--- src/rtl/timer_pkg.sv ---
// Shared definitions for the timepulse generator.
//   tp_state_t   : controller states (RUN, JAM, STOPPED, STEP)
//   DEF_*        : default parameter values for timepulse_gen
//   jam_width()  : width of the restart hold counter for a given hold length
package timer_pkg;

    typedef enum logic [1:0] {
        RUN     = 2'd0,
        JAM     = 2'd1,
        STOPPED = 2'd2,
        STEP    = 2'd3
    } tp_state_t;

    localparam int DEF_N_PH     = 4;
    localparam int DEF_N_TP     = 12;
    localparam int DEF_RT_PH    = 0;
    localparam int DEF_WT_PH    = 1;
    localparam int DEF_CT_PH    = 2;
    localparam int DEF_OVF_TP   = 6;
    localparam int DEF_GOJAM_TP = 2;

    // Bits needed to hold the values 0..n; never narrower than one bit.
    function automatic int jam_width(input int n);
        return (n < 1) ? 1 : $clog2(n + 1);
    endfunction

endpackage

--- src/rtl/ring_ctr.sv ---
// One-hot ring counter.
//   clk   : clock
//   srst  : synchronous reset, forces the single hot bit to RST_BIT
//   load  : same effect as srst (used for restart requests)
//   hold  : freezes the ring, overrides adv
//   adv   : rotate the hot bit up by one position, wrapping W-1 -> 0
//   q     : current one-hot value, straight from the register
module ring_ctr #(
    parameter int W       = 4,
    parameter int RST_BIT = 0
) (
    input  logic         clk,
    input  logic         srst,
    input  logic         load,
    input  logic         hold,
    input  logic         adv,
    output logic [W-1:0] q
);

    logic [W-1:0] q_reg;
    logic [W-1:0] q_next;
    logic [W-1:0] rst_val;
    logic [W-1:0] rot_val;

    genvar gi;
    generate
        for (gi = 0; gi < W; gi++) begin : g_bits
            assign rst_val[gi] = (gi == RST_BIT);
            // Bit gi receives the bit just below it; bit 0 receives the top bit.
            assign rot_val[gi] = q_reg[(gi + W - 1) % W];
        end
    endgenerate

    always_comb begin
        q_next = q_reg;
        if (load) begin
            q_next = rst_val;
        end else if (!hold && adv) begin
            q_next = rot_val;
        end
    end

    always_ff @(posedge clk) begin
        if (srst) begin
            q_reg <= rst_val;
        end else begin
            q_reg <= q_next;
        end
    end

    assign q = q_reg;

endmodule

--- src/rtl/timepulse_gen.sv ---
// Phase / timepulse sequencer with restart (GOJAM), manual stop and
// single-step control, plus overflow/underflow sensing of the write bus.
//   CLOCK, SIM_RST        : clock, synchronous active-high reset
//   GOJ1, STRT1, STRT2    : restart requests (ORed)
//   MSTP, MSTRTP          : manual stop level, single-step pulse
//   WL15, WL16            : write-bus sign bits
//   T, PHS                : one-hot timepulse / phase (registered)
//   RT, WT, CT            : phase strobes
//   EOC                   : end-of-cycle pulse (registered)
//   GOJAM, STOP           : restart in progress / machine frozen
//   OVF, UNF              : overflow / underflow pulses (registered)
module timepulse_gen
    import timer_pkg::*;
#(
    parameter int N_PH     = DEF_N_PH,
    parameter int N_TP     = DEF_N_TP,
    parameter int RT_PH    = DEF_RT_PH,
    parameter int WT_PH    = DEF_WT_PH,
    parameter int CT_PH    = DEF_CT_PH,
    parameter int OVF_TP   = DEF_OVF_TP,
    parameter int GOJAM_TP = DEF_GOJAM_TP
) (
    input  logic            CLOCK,
    input  logic            SIM_RST,
    input  logic            GOJ1,
    input  logic            STRT1,
    input  logic            STRT2,
    input  logic            MSTP,
    input  logic            MSTRTP,
    input  logic            WL15,
    input  logic            WL16,
    output logic [N_TP-1:0] T,
    output logic [N_PH-1:0] PHS,
    output logic            RT,
    output logic            WT,
    output logic            CT,
    output logic            EOC,
    output logic            GOJAM,
    output logic            STOP,
    output logic            OVF,
    output logic            UNF
);

    localparam int             JW       = jam_width(GOJAM_TP);
    localparam logic [JW-1:0]  JAM_LOAD = JW'(GOJAM_TP);

    tp_state_t      state_reg, state_next;
    logic [JW-1:0]  jam_cnt_reg, jam_cnt_next;
    logic           eoc_reg, eoc_next;
    logic           ovf_reg, ovf_next;
    logic           unf_reg, unf_next;

    logic req;
    logic running;
    logic ph_wrap;
    logic active;      // RUN or STEP: the states that do real work
    logic jam_done;
    logic tp_hold;
    logic tp_adv;
    logic ovf_sample;

    assign req      = GOJ1 | STRT1 | STRT2;
    assign running  = (state_reg != STOPPED);
    assign ph_wrap  = PHS[N_PH-1];
    assign active   = (state_reg == RUN) || (state_reg == STEP);
    // Last wrap of the restart hold: the timepulse ring is released on this
    // edge so it rolls from N_TP-1 to 0 exactly as GOJAM drops.
    assign jam_done = (state_reg == JAM) && ph_wrap && (jam_cnt_reg <= JW'(1));
    assign tp_hold  = (state_reg == JAM) && !jam_done;
    assign tp_adv   = running && ph_wrap;

    ring_ctr #(
        .W       (N_PH),
        .RST_BIT (0)
    ) u_ph_ring (
        .clk  (CLOCK),
        .srst (SIM_RST),
        .load (req),
        .hold (1'b0),
        .adv  (running),
        .q    (PHS)
    );

    ring_ctr #(
        .W       (N_TP),
        .RST_BIT (N_TP - 1)
    ) u_tp_ring (
        .clk  (CLOCK),
        .srst (SIM_RST),
        .load (req),
        .hold (tp_hold),
        .adv  (tp_adv),
        .q    (T)
    );

    assign ovf_sample = active && T[OVF_TP] && PHS[CT_PH];

    always_comb begin
        state_next   = state_reg;
        jam_cnt_next = jam_cnt_reg;
        eoc_next     = active && T[N_TP-1] && ph_wrap;
        ovf_next     = ovf_sample && WL16 && !WL15;
        unf_next     = ovf_sample && !WL16 && WL15;

        if (req) begin
            state_next   = JAM;
            jam_cnt_next = JAM_LOAD;
        end else begin
            case (state_reg)
                RUN: begin
                    if (ph_wrap && MSTP) begin
                        state_next = STOPPED;
                    end
                end
                JAM: begin
                    if (jam_done) begin
                        state_next   = RUN;
                        jam_cnt_next = '0;
                    end else if (ph_wrap) begin
                        jam_cnt_next = jam_cnt_reg - JW'(1);
                    end
                end
                STOPPED: begin
                    if (!MSTP) begin
                        state_next = RUN;
                    end else if (MSTRTP) begin
                        state_next = STEP;
                    end
                end
                STEP: begin
                    if (ph_wrap) begin
                        state_next = MSTP ? STOPPED : RUN;
                    end
                end
                default: state_next = JAM;
            endcase
        end
    end

    always_ff @(posedge CLOCK) begin
        if (SIM_RST) begin
            state_reg   <= JAM;
            jam_cnt_reg <= JAM_LOAD;
            eoc_reg     <= 1'b0;
            ovf_reg     <= 1'b0;
            unf_reg     <= 1'b0;
        end else begin
            state_reg   <= state_next;
            jam_cnt_reg <= jam_cnt_next;
            eoc_reg     <= eoc_next;
            ovf_reg     <= ovf_next;
            unf_reg     <= unf_next;
        end
    end

    assign RT    = running && PHS[RT_PH];
    assign WT    = running && PHS[WT_PH];
    assign CT    = running && PHS[CT_PH];
    assign EOC   = eoc_reg;
    assign GOJAM = (state_reg == JAM);
    assign STOP  = (state_reg == STOPPED);
    assign OVF   = ovf_reg;
    assign UNF   = unf_reg;

endmodule

--- config.mk ---
export PLATFORM = sky130hd
export DESIGN_NAME = timepulse_gen
export DESIGN_NICKNAME = d
export VERILOG_FILES = /design/src/rtl/timer_pkg.sv /design/src/rtl/ring_ctr.sv /design/src/rtl/timepulse_gen.sv
export SDC_FILE = /design/constraint.sdc
export NUM_CORES = 1
export LEC_CHECK = 0
export ABC_AREA = 0
export CAP_MARGIN = 15
export CORE_MARGIN = 3
export CORE_UTILIZATION = 25
export CTS_BUF_LIST = sky130_fd_sc_hd__clkbuf_8
export DETAILED_ROUTE_END_ITERATION = 7
export GPL_ROUTABILITY_DRIVEN = 0
export PLACE_DENSITY_LB_ADDON = 0.15
export SLEW_MARGIN = 20
export SYNTH_ARGS = -nofsm -noshare
export SYNTH_HDL_FRONTEND = slang
export SYNTH_SLANG_ARGS = --single-unit
--- constraint.sdc ---
create_clock -name CLOCK -period 4.2 [get_ports CLOCK]
set_input_delay 1.05 -clock CLOCK [delete_from_list [all_inputs] [get_ports CLOCK]]
set_output_delay 1.05 -clock CLOCK [all_outputs]
set_load 0.01 [all_outputs]
# == After elaboration in Yosys (flattened, before gate mapping) ==
# Index checks and enable logic that the tools add are counted.
# totals
input_bits,9
word_cells,55
out_inout_bits,24
regBits,23
# op_classes
muxes,9
n_reduce_logical,27
n_addsub,1
bitwise_logic,2
eq_ne,8
magnitude_cmp,1
# op_table
operator,n
logical AND 1 bit,17
two-way mux 2 bit,8
case mux 2 bit (4 select lines),1
"!= test 2 x 1 -> 1 bit, second input constant",3
"== test 2 bit, second input constant",2
logical NOT 1 bit,4
AND reduction 4 bit,1
"!= test 3 bit, second input constant",1
"== test 2 x 1 -> 1 bit, second input constant",1
"<= comparator 2 x 1 -> 1 bit, second input constant",1
logical NOT 2 bit,1
"!= test 2 bit, second input constant",1
bitwise OR 1 bit,2
AND reduction 2 bit,1
nonzero test 2 bit,1
OR reduction 2 bit,1
"subtractor 2 x 1 -> 2 bit, second input constant",1
logical OR 1 bit,1

# == Logic depth before layout (Yosys ltp) ==
# Gate-level depths: netlist of run 1.
# depth
depth_word,7
depth_mapped,8
ltp_nobuf,6

# == Modules after synthesis ==
# From an unflattened synthesis of run 1, not the netlist that was laid out.
# hier_totals
hier_cells,119
hier_area_um2,1023.5
# modules_own_cells
module,instances,seq_area_each_um2,cells_per_inst,area_per_inst_um2
timepulse_gen,1,140.1,50,439.2
ring_ctr (u_tp_ring),1,240.2,54,430.4
ring_ctr (u_ph_ring),1,80.1,15,153.9

# == Worst setup path after synthesis of run 1 ==
# No wires, ideal clock.
# synth_path
path_type,input to register
startpoint,input STRT1
endpoint,register state_reg[0]
path_buffers,1
setup_ns,0.122
slack_ns,2.067
cell_stages,3
t_arrival_ns,2.011
t_required_ns,4.078
path_cell_list,or4_1 buf_2 o32a_1
# synth_via
elab_chain_len,3
# synth_rtl
item,line_no,text
"start, declared",timepulse_gen.sv:26,"input logic STRT1,"
bitwise OR 1 bit (2 in series),timepulse_gen.sv:62,assign req = GOJ1 | STRT1 | STRT2;
OR reduction 2 bit (no source line),-,
"end signal, assigned",timepulse_gen.sv:148,state_reg <= state_next;
"end, declared",timepulse_gen.sv:47,"tp_state_t state_reg, state_next;"
# Every way passes these cells.
# A chain may end at the register's enable or synchronous reset.

# == Final worst setup path of run 1 ==
# layout_path
startpoint,register state_reg[0]
endpoint,output CT
# layout_via
elab_chain_len,2
# layout_rtl
item,line_no,text
!= test 2 bit,timepulse_gen.sv:63,assign running = (state_reg != STOPPED);
logical AND 1 bit,timepulse_gen.sv:158,assign CT = running && PHS[CT_PH];
"end, declared",timepulse_gen.sv:36,"output logic CT,"
# Every way passes these cells.

==> results.cfg, run 1 <==
[outcome]
status = finished clean

[timing]
slew_violations = 0
setup_tns_ns = 0
worst_pin_slew_ns = 0.969
period_share = 0.696
timing.hold.ws_ns = 0.483
maxSlewHeadroom = 0.348
min_period_ns = 2.92
setup_viol = 0
fmax_mhz = 342
rsz0062_at_grt = false
hold_viol = 0
finClkSkew_ns = 0.00370
final.setup.worst_slack_ns = 1.28

[critical_path]
path_max_fanout = 10
worstSetupPathType = reg -> out
crit_required_ns = 3.15
r2r-start = state_reg[0]
slowest_stage = clkdlybuf4s50_1
max_stage_delay_ns = 0.57
worst_setup_path_end_kind = output pin
r2r-end = u_tp_ring.q[11]
r2r_slack_ns = 2.35
rr_worst_depth = 6
critPathLaunchType = flip-flop
worstPathArrival_ns = 1.87
cp_cell_sequence = inv_1 > ha_1 > nor2b_1 > clkdlybuf4s50_1

[drt]
wl_per_cell_um = 11.8
drtPass1Iterations = 4
via_per_inst = 4.41
drtIter0Drc = 21
vias = 793
detail-route-antenna-nets = 0
drc = 0
routed_wl_mm = 2.13

[clock_network]
hold_buffers = 0
numCtsBuffers = 3
cts_resized = 0
htreeDepth = 1
clock_latency_ns = 0.26
clk_transition_reported_paths_ns = 0.08
tritoncts = built
cts_root_buf = clkbuf_8
cts_buffer_depth = 2
cts_setup_buffers = 0
cts_num_sinks = 23

[hold_path]
holdPathEnd = u_ph_ring.q[0]
min-delay-start = u_ph_ring.q[0]
min_path_cells = 2
hold_class = reg -> reg

[final_layout]
final_cell_mix = clkdlybuf4s50_1, dfxtp_1, nor2_1, mux2i_1, inv_1
largest_reg_flops = 12
layout-area-overhead-vs-synth_pct = 41.6
layout_commonest_cell = clkdlybuf4s50_1
fin_nets = 149
n_fill_cell = 375
n_antenna_cell = 0
layout-drive-gt1-share = 0.0299

[placement]
hpwl_mm = 1.62
portBuffers = 32
dp_slack_ns = 1.35

[floorplan]
ios = 33
core_area_sq_um = 3520
dieArea_sq_um = 4630
die_y_um = 68.0
die_w_um = 68.0
rows = 21
start_util = 0.273

[synthesis]
yosysWarnings = 0
ys_seq_area_frac = 0.479
synth_nets = 116
synth-seq-cells = 23
async_flop_share = 0
synth_ff_type = dfxtp_1
synth_cells = 102
avgSynthCellArea_sq_um = 9.43
synth_edf_count = 0
netlist_area_sq_um = 962
synthDistinctLibCells = 25

[power_and_ir_drop]
cellLeakagePower_nw = 0.581
powerDensity_nw_per_um2 = 269
ir_worst_vdd_mv = 0.123
finalPower_mw = 0.366

[job]
maxCapViolations = 0

[grt]
overflow = 0
antenna_found_initial = 0
track_usage = 0.104
grt_max_degree = 17
grt_pass1_wl_mm = 3.62
grt_pass1_vias = 817
==> report_power, final <==
group	internal (mW)	switching [mW]
sequential	0.218	0.000336
clock	0.0652	0.0675
combinational	0.00964	0.00523
total	0.293	0.0730
==> worst max-delay path by stage <==
stage,start,to,depth (start not counted)
finish,state_reg[0],CT,4
CTS,state_reg[0],CT,4
global placement,STRT1,state_reg[0],3
floorplan,STRT1,state_reg[0],3
global route,state_reg[0],CT,4
detailed placement,STRT1,state_reg[0],3
==> layout make-up <==
type	instances	area, sq um	share of cell area
flip-flops and latches	23	460	0.338
multi-input cells	69	457	0.335
repair buffers	32	320	0.235
well taps	46	57.6	0.0422
clock buffers	3	41.3	0.0303
inverters	6	22.5	0.0165
clock inverters	1	3.75	0.00275
==> worst max-delay path, delay by kind of cell, from the launching register on <==
family        cells  cell delay (ns)
simple gates      1             0.20
fa+ha+maj         1             0.33
flops             1             0.40
buf+inv           2             0.67
==> synth_stat cells, types with 2 or more instances <==
library cell	number	area [sq um]
buf_2	3	15.0
mux2i_1	12	120
nand3_1	3	15.0
nand2_1	6	22.5
nor2_1	17	63.8
nor2b_1	3	18.8
nor3b_1	2	15.0
dfxtp_1	23	460
nand2b_1	3	18.8
a21oi_1	6	30.0
ha_1	5	62.6
inv_1	6	22.5
==> layer usage <==
layer  routed length, um  track usage  share of wire
met3                  75       0.0230          0.035
met1                 983        0.124           0.46
met4                  44       0.0596          0.021
met5                   0            0              0
met2                1030        0.171           0.48
==> kinds of logic after synthesis <==
group / share of synthesized area
AND/OR/NAND/NOR: 0.194
flip-flops: 0.479
multiplexers: 0.125
AO/OA/AOI/OAI: 0.0910
buffers and inverters: 0.0468
adder cells (fa/ha/maj): 0.0650
==> through the flow <==
step           area (sq um)  cells   util
6_report               1360    180  0.387
5_1_grt                1360    180  0.387
4_1_cts                1360    180  0.387
3_5_place_dp           1320    176  0.374
3_3_place_gp           1320    176  0.374
2_1_floorplan           962    102      -
No activity file was read; power rests on OpenSTA's default activity.
==> run 2, diff against run 1 <==
==> constraint.sdc (replaced) <==
create_clock -name CLOCK -period 2.6 [get_ports CLOCK]
set_input_delay 0.65 -clock CLOCK [delete_from_list [all_inputs] [get_ports CLOCK]]
set_output_delay 0.65 -clock CLOCK [all_outputs]
set_load 0.01 [all_outputs]
==> results.cfg, run 2 (synthesis results as in run 1) <==
[drt]
drtPass1Iterations = 3
drc = 0
vias = 817
wl_per_cell_um = 12.5
drtIter0Drc = 60
detail-route-antenna-nets = 0
via_per_inst = 4.49
routed_wl_mm = 2.27

[critical_path]
rr_worst_depth = 6
slowest_stage = clkdlybuf4s50_1
max_stage_delay_ns = 0.57
path_max_fanout = 10
critPathLaunchType = flip-flop
cp_top_family = buffers and inverters
worstSetupPathType = reg -> out
crit_required_ns = 1.95
r2r_slack_ns = 0.75
worst_setup_path_end_kind = output pin
r2r-end = u_tp_ring.q[8]
cp_cell_sequence = inv_1 > ha_1 > nor2b_1 > clkdlybuf4s50_1
worstPathArrival_ns = 1.83
critPathBufInv = 2
r2r-start = jam_cnt_reg[1]

[final_layout]
utilization = 0.392
layout_commonest_cell = clkdlybuf4s50_1
largest_reg_flops = 12
n_fill_cell = 378
multi_input_area_sq_um = 457
n_antenna_cell = 0
fin_nets = 151
layout-area-overhead-vs-synth_pct = 43.3
final_cell_mix = clkdlybuf4s50_1, dfxtp_1, nor2_1, mux2i_1
layout-drive-gt1-share = 0.0515
regArea_sq_um = 460

[power_and_ir_drop]
share_seq_of_total_power = 0.595
combPwrFrac = 0.043
swShare = 0.199
cellLeakagePower_nw = 0.589
powerDensity_nw_per_um2 = 431
p_switching_mw = 0.118
clock_power_share = 0.362
intPower_mw = 0.476
ir_worst_vdd_mv = 0.351

[floorplan]
core_area_sq_um = 3520
rows = 21
dieArea_sq_um = 4630
ios = 33
start_util = 0.273
die_w_um = 68.0
die_y_um = 68.0

[clock_network]
tritoncts = built
cts_num_sinks = 23
numCtsBuffers = 3
clock_latency_ns = 0.26
cts_root_buf = clkbuf_8
clk_transition_reported_paths_ns = 0.08
cts_setup_buffers = 0
hold_buffers = 0
cts_resized = 0
htreeDepth = 1
cts_buffer_depth = 2

[placement]
portBuffers = 32
hpwl_mm = 1.75

[grt]
antenna_found_initial = 0
grt_pass1_wl_mm = 3.73
overflow = 0
track_usage = 0.108
grt_max_degree = 16
grt_pass1_vias = 823

[timing]
maxSlewHeadroom = 0.468
rsz0062_at_grt = false
slew_violations = 0
fmax_mhz = 403
hold_viol = 0
setup_viol = 0
period_share = 0.953
min_period_ns = 2.48
setup_tns_ns = 0
worst_pin_slew_ns = 0.797
finClkSkew_ns = 0.00218

[hold_path]
min-delay-start = u_ph_ring.q[0]
hold_class = reg -> reg
min_path_cells = 2
holdPathEnd = u_ph_ring.q[0]

[job]
maxCapViolations = 0

[outcome]
status = finished clean
[run 2: cell count changes in the layout (fill, tap and decap cells not counted)]
cell      change
inv_1         -1
clkinv_2      +1
buf_4         +2
[run 2: cell type report]
type | count | area share
Sequential cell | 23 | 0.334
Inverter | 6 | 0.0163
Clock buffer | 3 | 0.0299
Timing Repair Buffer | 34 | 0.243
Clock inverter | 1 | 0.00363
Multi-Input combinational cell | 69 | 0.331
Tap cell | 46 | 0.0417
[run 2: per-layer routing]
metal,share of wire,global-route usage,up-vias
met5,0,0,-
met4,0.0040,0.0273,0
met3,0.048,0.0443,2
met2,0.49,0.184,18
met1,0.46,0.125,380
li1,-,-,417
[run 2: per-stage QoR]
step / hold WS, ns / setup slack [ns] / total power, mW / area (sq um) / cells
floorplan: 0.466 / 0.867 / 0.368 / 962 / 102
global placement: 0.476 / 0.458 / 0.387 / 1330 / 178
detailed placement: 0.486 / 0.411 / 0.387 / 1330 / 178
CTS: 0.499 / 0.118 / 0.607 / 1380 / 182
global route: 0.518 / 0.0110 / 0.627 / 1380 / 182
finish: 0.490 / 0.121 / 0.594 / 1380 / 182
[run 2: worst max-delay path by stage]
stage / from / to / slack, ns / depth (start not counted)
after floorplan: STRT1 / state_reg[0] / 0.87 / 3
after global placement: state_reg[0] / CT / 0.46 / 4
after detailed placement: state_reg[0] / CT / 0.41 / 4
after CTS: state_reg[0] / CT / 0.12 / 4
after global routing: state_reg[0] / RT / 0.01 / 4
final: state_reg[0] / CT / 0.12 / 4
[run 2: worst reg2reg max path: stages, from the launching register on]
cell	delay, ns
dfxtp_1	0.35
inv_1	0.06
ha_1	0.18
nand2b_1	0.19
o21bai_2	0.64
mux2i_1	0.28
nor2_1	0.05
[run 2: power groups by stage]
| stage | Sequential, mW | Combinational [mW] | Clock [mW] |
|---|---|---|---|
| after floorplan | 0.362 | 0.00596 | 0 |
| after detailed placement | 0.362 | 0.0258 | 0 |
| after global placement | 0.362 | 0.0255 | 0 |
| final | 0.353 | 0.0256 | 0.215 |
| after global routing | 0.354 | 0.0274 | 0.246 |
| after CTS | 0.353 | 0.0258 | 0.228 |
==> patch, RTL diff (settings of run 1) <==
Register the outputs `RT`, `WT`, `CT`, `GOJAM` and `STOP`, cleared by the reset; this adds one clock of latency there. The other outputs are not delayed to match.
--- a/src/rtl/timepulse_gen.sv
+++ b/src/rtl/timepulse_gen.sv
@@ -155,8 +155,18 @@
 
-    assign RT    = running && PHS[RT_PH];
-    assign WT    = running && PHS[WT_PH];
-    assign CT    = running && PHS[CT_PH];
     assign EOC   = eoc_reg;
-    assign GOJAM = (state_reg == JAM);
-    assign STOP  = (state_reg == STOPPED);
+    always_ff @(posedge CLOCK) begin
+        if (SIM_RST) begin
+            RT    <= '0;
+            WT    <= '0;
+            CT    <= '0;
+            GOJAM <= '0;
+            STOP  <= '0;
+        end else begin
+            RT    <= running && PHS[RT_PH];
+            WT    <= running && PHS[WT_PH];
+            CT    <= running && PHS[CT_PH];
+            GOJAM <= (state_reg == JAM);
+            STOP  <= (state_reg == STOPPED);
+        end
+    end
     assign OVF   = ovf_reg;
Behaviour: not the same (Yosys sat finds a counterexample within 4 cycles, from zero or initial values and one cycle with SIM_RST high).
==> patch against run 1 <==
Sequential share of layout area grew 2.6 points. Power rose by 35%. Final area increased by 13%. Via count increased by 5.9%. Combinational power grew 21%. Sequential cell count is 5 higher. Hold slack better by 19 ps. Worst setup slack improved by 510 ps. Wire length is 10% higher. Critical path depth stayed put. Synthesized area rose by 15%. Critical endpoint is now state_reg[0]$_SDFFE_PP1P_. Largest cell class unchanged. Largest power group unchanged.
==> patch: results (changes against run 1) <==
.. list-table::
   :header-rows: 1

   * - Metric
     - Value
   * - Status
     - completed
   * - Worst slew margin
     - 44.6% (+9.8 points)
   * - Startpoint of the tightest hold check path
     - jam_cnt_reg[1]$_SDFFE_PP1P_
   * - Count of different cell masters after synthesis
     - 28 (+12%)
   * - Via count of the first global-routing pass
     - 858 (+5.0%)
   * - Number of placed instances with taps included
     - 188 (+6.8%)
   * - Mapped Nets
     - 123 (+6.0%)
   * - Total vias in the final route
     - 840 (+5.9%)
   * - Longest individual stage delay on the worst path
     - 660 ps (+90 ps)
   * - Launch point of the worst reg-to-reg path
     - state_reg[1]$_SDFFE_PP0P_
   * - Fillers
     - 413 (+10%)
   * - Critical path arrival
     - 2530 ps (+660 ps)
   * - Master of the slowest instance on the critical path
     - sky130_fd_sc_hd__nor4_1
   * - Skew final
     - 5.68 ps (+1.98 ps)
   * - Leading cell types by total area after synthesis
     - sky130_fd_sc_hd__dfxtp_1 51%, sky130_fd_sc_hd__mux2i_1 14%, sky130_fd_sc_hd__nor2_1 7.1%, sky130_fd_sc_hd__ha_1 5.6%, sky130_fd_sc_hd__inv_1 2.4%
   * - Cell count after synthesis
     - 109 (+6.9%)
   * - Worst Hold Slack
     - 502 ps (+19.0 ps)
   * - Wire length of the first global-routing pass
     - 4000 um (+11%)
   * - Pin count of the biggest net entering global routing
     - 18 (+1)
   * - Detail-routed via count per cell
     - 4.38 (-0.69%)
   * - Crit Path Max Fanout
     - 6 (-4)
   * - Total global routing track utilization
     - 9.62% (-0.76 points)
   * - Count of TritonRoute iterations in the first routing pass
     - 3 (-1)
   * - Leading post-synthesis cells by instance count
     - 28 x sky130_fd_sc_hd__dfxtp_1, 21 x sky130_fd_sc_hd__nor2_1, 15 x sky130_fd_sc_hd__mux2i_1
   * - Clock slew seen by the registers of the worst setup and hold paths
     - 100 ps (+20 ps)
   * - Post-Synth Adder-Cell Area
     - 5.65% (-0.85 points)
   * - # nets final
     - 157 (+5.4%)
   * - Sequential area share after synthesis
     - 50.6% (+2.8 points)
   * - Share of final-layout standard cells stronger than drive strength 1
     - 5.63% (+2.6 points)
   * - 1st-iter DRT viols
     - 49 (+130%)
   * - Detailed-route wire length per cell
     - 12.2 um (+3.2%)
patch: changes by cell type after synthesis, sizes merged, moves of 3 or more:
cell   delta
and2      +3
dfxtp     +5
nand2     -3
a21oi     -3
mux2i     +3
nor2      +4
patch: report_power, final:
part,total (uW),internal [uW],switching [uW]
clock,209,128,81.6
sequential,268,267,0.875
combinational,18.0,11.3,6.75
patch: final timing paths:
| check | endpoint | cells after the start |
|---|---|---|
| setup / recovery | state_reg[0]$_SDFFE_PP1P_ | 4 |
| hold / removal | jam_cnt_reg[1]$_SDFFE_PP1P_ | 2 |
| setup reg to reg | state_reg[1]$_SDFFE_PP0P_ | 6 |
| hold reg to reg | jam_cnt_reg[1]$_SDFFE_PP1P_ | 2 |
patch: layout make-up:
| class | instances | area [um2] | share of cell area [%] |
|---|---|---|---|
| multi-input cells | 70 | 492 | 31.9 |
| well taps | 50 | 62.6 | 4.06 |
| inverters | 7 | 26.3 | 1.71 |
| flip-flops and latches | 28 | 561 | 36.4 |
| clock inverters | 1 | 30.0 | 1.95 |
| clock buffers | 3 | 41.3 | 2.68 |
| repair buffers | 33 | 328 | 21.3 |
patch: cells by family (layout without fill, tap and decap cells):
logic type | after synthesis | in the layout
flops | 28 | 28
fa+ha+maj | 5 | 5
mux | 15 | 15
simple gates | 40 | 40
compound gates | 10 | 10
buf+inv | 11 | 44
patch: routing by layer:
metal  routed length [um]  up-vias  track usage, %
li1                     -      431               -
met1                 1050      383            11.3
met2                 1140       24            16.4
met4                   10        0            1.84
met3                  152        2            4.02
met5                    0        -               0
